--- config.mk ---
export PLATFORM = sky130hd
export DESIGN_NAME = activity_led_scheduler
export DESIGN_NICKNAME = d
export VERILOG_FILES = /design/src/rtl/activity_pkg.sv /design/src/rtl/activity_edge_sync.sv /design/src/rtl/activity_led_scheduler.sv
export SDC_FILE = /design/constraint.sdc
export NUM_CORES = 1
export LEC_CHECK = 0
export ABC_AREA = 1
export BUFFER_PORTS_ARGS = -buffer_cell sky130_fd_sc_hd__buf_2
export CORE_MARGIN = 1
export CORE_UTILIZATION = 59
export CTS_BUF_LIST = sky130_fd_sc_hd__clkbuf_4
export DETAILED_ROUTE_END_ITERATION = 10
export PLACE_DENSITY = 0.84
export SKIP_CTS_REPAIR_TIMING = 1
export SYNTH_ARGS = -nofsm -noshare
export SYNTH_HDL_FRONTEND = slang
export SYNTH_SLANG_ARGS = --single-unit
--- constraint.sdc ---
create_clock -name clk -period 3.42 [get_ports clk]
set_input_delay 0.513 -clock clk [delete_from_list [all_inputs] [get_ports clk]]
set_output_delay 0.513 -clock clk [all_outputs]
set_load 0.03 [all_outputs]
--- src/rtl/activity_pkg.sv ---
// Shared definitions for the activity LED scheduler: FSM encoding, slot-width helper
// and default timing constants.
package activity_pkg;

    typedef enum logic [1:0] {
        IDLE      = 2'd0,
        SLOT_ON   = 2'd1,
        SLOT_GAP  = 2'd2,
        FRAME_GAP = 2'd3
    } state_t;

    localparam int DEF_N                = 4;
    localparam int DEF_ON_CYCLES        = 4194304;
    localparam int DEF_GAP_CYCLES       = 4194304;
    localparam int DEF_FRAME_GAP_CYCLES = 16777216;
    localparam int DEF_CW               = 25;

    // Width needed to index 0..value-1; never narrower than one bit.
    function automatic int clog2(input int value);
        int result;
        int remaining;
        result    = 0;
        remaining = value - 1;
        while (remaining > 0) begin
            result    = result + 1;
            remaining = remaining >> 1;
        end
        return (result < 1) ? 1 : result;
    endfunction

endpackage

--- src/rtl/activity_edge_sync.sv ---
// One activity channel: two-flop synchronizer, edge register and a sticky
// transition flag whose set takes priority over a simultaneous clear.
module activity_edge_sync (
    input  logic clk,
    input  logic reset,
    input  logic x,
    input  logic clear,
    output logic sticky
);

    logic meta_reg;
    logic sync_reg;
    logic edge_reg;
    logic sticky_reg;
    logic act;

    assign act    = sync_reg ^ edge_reg;
    assign sticky = sticky_reg;

    always_ff @(posedge clk) begin
        if (reset) begin
            meta_reg   <= 1'b0;
            sync_reg   <= 1'b0;
            edge_reg   <= 1'b0;
            sticky_reg <= 1'b0;
        end else begin
            meta_reg <= x;
            sync_reg <= meta_reg;
            edge_reg <= sync_reg;
            if (act) begin
                sticky_reg <= 1'b1;
            end else if (clear) begin
                sticky_reg <= 1'b0;
            end
        end
    end

endmodule

--- src/rtl/activity_led_scheduler.sv ---
// Time-division blink scheduler sharing one LED among N activity sources.
// Define ACTIVITY_LED_HEARTBEAT_EN to light a short heartbeat at each frame-gap start.
module activity_led_scheduler
    import activity_pkg::*;
#(
    parameter int N                = DEF_N,
    parameter int ON_CYCLES        = DEF_ON_CYCLES,
    parameter int GAP_CYCLES       = DEF_GAP_CYCLES,
    parameter int FRAME_GAP_CYCLES = DEF_FRAME_GAP_CYCLES,
    parameter int CW               = DEF_CW
) (
    input  logic                  clk,
    input  logic                  reset,
    input  logic [N-1:0]          x,
    input  logic                  enable,
    output logic                  led,
    output logic [clog2(N)-1:0]   slot,
    output logic                  frame_start
);

    localparam int SW = clog2(N);
    localparam logic [CW-1:0] ON_LAST   = CW'(ON_CYCLES - 1);
    localparam logic [CW-1:0] GAP_LAST  = CW'(GAP_CYCLES - 1);
    localparam logic [CW-1:0] FG_LAST   = CW'(FRAME_GAP_CYCLES - 1);
    localparam logic [SW-1:0] SLOT_LAST = SW'(N - 1);

    state_t        state_reg, state_next;
    logic [CW-1:0] timer_reg, timer_next;
    logic [SW-1:0] slot_reg, slot_next;
    logic          lit_reg, lit_next;
    logic          led_reg, led_next;
    logic          fs_reg, fs_next;
    logic          enter_on;
    logic [N-1:0]  clear;
    logic [N-1:0]  sticky;

    genvar gi;
    generate
        for (gi = 0; gi < N; gi++) begin : g_chan
            localparam logic [SW-1:0] IDX = SW'(gi);
            assign clear[gi] = enter_on && (slot_next == IDX);
            activity_edge_sync u_sync (
                .clk    (clk),
                .reset  (reset),
                .x      (x[gi]),
                .clear  (clear[gi]),
                .sticky (sticky[gi])
            );
        end
    endgenerate

    always_comb begin
        state_next = state_reg;
        timer_next = timer_reg + 1'b1;
        slot_next  = slot_reg;
        enter_on   = 1'b0;
        case (state_reg)
            IDLE: begin
                timer_next = '0;
                if (enable) begin
                    state_next = SLOT_ON;
                    slot_next  = '0;
                    enter_on   = 1'b1;
                end
            end
            SLOT_ON: begin
                if (timer_reg == ON_LAST) begin
                    state_next = SLOT_GAP;
                    timer_next = '0;
                end
            end
            SLOT_GAP: begin
                if (timer_reg == GAP_LAST) begin
                    timer_next = '0;
                    if (slot_reg == SLOT_LAST) begin
                        state_next = FRAME_GAP;
                    end else begin
                        state_next = SLOT_ON;
                        slot_next  = slot_reg + 1'b1;
                        enter_on   = 1'b1;
                    end
                end
            end
            FRAME_GAP: begin
                if (timer_reg == FG_LAST) begin
                    timer_next = '0;
                    if (enable) begin
                        state_next = SLOT_ON;
                        slot_next  = '0;
                        enter_on   = 1'b1;
                    end else begin
                        state_next = IDLE;
                    end
                end
            end
            default: begin
                state_next = IDLE;
                timer_next = '0;
            end
        endcase

        // lit captures the flag before this cycle's set so a coincident edge waits a frame
        lit_next = enter_on ? sticky[slot_next] : lit_reg;
        fs_next  = enter_on && (slot_next == '0);

        led_next = 1'b0;
        case (state_reg)
            SLOT_ON:   led_next = lit_reg;
`ifdef ACTIVITY_LED_HEARTBEAT_EN
            FRAME_GAP: led_next = (32'(timer_reg) < HB_CYCLES);
`endif
            default:   led_next = 1'b0;
        endcase
    end

`ifdef ACTIVITY_LED_HEARTBEAT_EN
    localparam int HB_RAW    = ON_CYCLES / 4;
    localparam int HB_CYCLES = (HB_RAW < FRAME_GAP_CYCLES) ? HB_RAW : FRAME_GAP_CYCLES;
`endif

    always_ff @(posedge clk) begin
        if (reset) begin
            state_reg <= IDLE;
            timer_reg <= '0;
            slot_reg  <= '0;
            lit_reg   <= 1'b0;
            led_reg   <= 1'b0;
            fs_reg    <= 1'b0;
        end else begin
            state_reg <= state_next;
            timer_reg <= timer_next;
            slot_reg  <= slot_next;
            lit_reg   <= lit_next;
            led_reg   <= led_next;
            fs_reg    <= fs_next;
        end
    end

    assign led         = led_reg;
    assign slot        = slot_reg;
    assign frame_start = fs_reg;

endmodule

==> metrics <==
outcome finished clean; DRT Pass-1 Iters 4; most used routing layer met2; Final Max Tran Viols 0; sequential fraction of the synthesis area between 40% and 50%; GR Util met1 26.48%; final wirelength 3903 um; first-pass GRT wire length between 6000 and 7000 um; setup_tns 0 ns; CP Data Arrival Time ~2.4 ns; placed cell area about 0.0024 mm^2; Worst VDD drop about 0.00036 V; crit end category register; Critical Path Fanout Max 25; Worst-Margin Slew between 0.4 and 0.5 ns; TritonCTS clock tree done; # nets final ~320; Root Driver clkbuf_4; Synth warnings 0; CTS Buf Count 5; clk slew on worst S/H paths 0.15 ns; total power roughly 1.3 mW; H-tree lvl count 2; Die ar. between 0.004 and 0.005 mm^2; non-filler instance count after layout around 360; post-route setup slack about 1.3 ns; Final setup viols 0; Clock Sinks between 40 and 50; hpwl dp about 2800 um; Initial DRC Count about 120; initial core utilization a little over three fifths; Critical Path RT 3.71 ns; unrepaired setup endpoints after global routing no; FILL cells 310; Hold Fails Final Rpt 0; Worst Clk Skew approximately 0.013 ns; Core ar. between 0.003 and 0.004 mm^2; M3 GR Usage between 4 and 5%; die height about 65 um; Placer Congestion 0.8162; DP Worst Slack 1.338 ns; Synth Flop Type dfxtp_1; Fin Hold WS between 0.3 and 0.4 ns; Largest register FFs 25; Async SR Flop Fraction 0%; # Max-Cap Violations 0; ANT nets after route 0; headroom to the max-slew limit 68.30%; GR Util met2 35.16%; diode count 0; fin crit share 62.43%; Ports 11; vias in the first global route roughly 1700; Critical Setup Path Class register to register; top cell type's share of synthesized area between 40% and 50%; layout overhead on the synthesized area 8.275%; DRC viols 0; P per Cell Area between 500 and 600 mW/mm^2; Port Buffers 10; die width 65.03 um; number of library cell types mapped by synthesis 35; post-layout min period approximately 2.1 ns; register bit total from synthesis 48; mapped cell area roughly 0.0023 mm^2; initial antenna violation count 0; fmax around 470 MHz; Final Cell Area around 0.0025 mm^2; Post-Synthesis Cells roughly 300; Synth area leader dfxtp_1; share of cells above drive strength 1 between 15 and 20%; syn_nets between 300 and 400; total number of vias 1773; Avg Inst Size Synth 7.891 um^2; GRT Overall Usage between 20% and 30%; Final Util between 60% and 70%; row count 22; via density per instance around 5; Bufs on Longest Clock Path 2; Avg WL per Cell 10.87 um; Inst Count DP 351; number of synthesized flops with an enable pin 0; Min-Delay Path Class input pin to register; Clk Latency, worst-skew pair roughly 0.37 ns; grt ovf 0; synth top area cells dfxtp_1 41%, nand2_1 8.0%, nor2_1 7.7%, inv_1 6.1%, xnor2_1 4.1%; largest net degree at the start of global routing 26; Leak about 1.0 nW; CP Launch Type register
## worst paths after layout
path	from	end	slack (ns)	depth (start not counted)
setup / recovery	timer_reg[0]$_SDFF_PP0_	timer_reg[15]$_SDFF_PP0_	1.28	13
hold reg to reg	g_chan[2].u_sync.meta_reg$_SDFF_PP0_	g_chan[2].u_sync.sync_reg$_SDFF_PP0_	0.40	2
setup reg to reg	timer_reg[0]$_SDFF_PP0_	timer_reg[15]$_SDFF_PP0_	1.28	13
hold / removal	x[1]	g_chan[1].u_sync.meta_reg$_SDFF_PP0_	0.32	3
## critical path: stages (launching register included)
cell     delay, ns
dfxtp_1       0.37
ha_1          0.19
nand2_1       0.12
nor2_4        0.16
nand2_4       0.10
nor2_8        0.19
nand2_4       0.07
nor2_4        0.10
inv_2         0.04
nand2_1       0.08
nand2_1       0.07
nand2_2       0.36
a31oi_1       0.07
o21a_1        0.12
## Yosys cell counts, types with 6 or more instances
| master | count |
|---|---|
| nand2_1 | 50 |
| dfxtp_1 | 48 |
| nor2_1 | 48 |
| inv_1 | 38 |
| nand3_1 | 14 |
| xnor2_1 | 11 |
| a21oi_1 | 8 |
| nand2_2 | 8 |
| ha_1 | 7 |
| nor3_1 | 7 |
| xor2_1 | 7 |
| nor2_2 | 6 |
| nor2_4 | 6 |
## per-layer routing
metal  part of all wire [%]  vias to the layer above  wire [um]
li1                       -                      952          -
met1                     49                      787       1909
met2                     46                       27       1798
met3                    3.4                        7        132
met4                    1.6                        0         63
met5                      0                        -          0
## area by class of cell
cell class                      instances  area [um^2]  share of cell area, %
Clock buffer                            5        37.54                  1.479
Clock inverter                          3        68.82                  2.712
Inverter                               41        153.9                  6.065
Multi-Input combinational cell        204         1206                  47.53
Sequential cell                        48        960.9                  37.87
Tap cell                               48        60.06                  2.367
Timing Repair Buffer                   10        50.05                  1.972
## power by group
part	leakage [nW]	internal, mW	switching [mW]
Combinational	0.595	0.0854	0.158
Sequential	0.390	0.588	0.0243
Clock	0.0558	0.230	0.190
Total	1.04	0.904	0.373
## cells by family after synthesis
kind of cell             synth area share, %
flip-flops                             41.00
AO/OA/AOI/OAI                          6.301
XOR/XNOR                               6.727
adder cells (fa/ha/maj)                3.737
AND/OR/NAND/NOR                        34.70
buffers and inverters                  7.528
## cells in the final DEF, fill, tap and decap left out, types with 6 or more instances in the layout
cell type,n
nand2_2,8
nor2_2,6
nor2_1,48
ha_1,7
nor2_4,6
nand2_1,50
xor2_1,7
dfxtp_1,48
buf_2,10
nand3_1,14
inv_1,38
nor3_1,7
a21oi_1,8
xnor2_1,11
No activity file was read; power rests on OpenSTA's default activity.
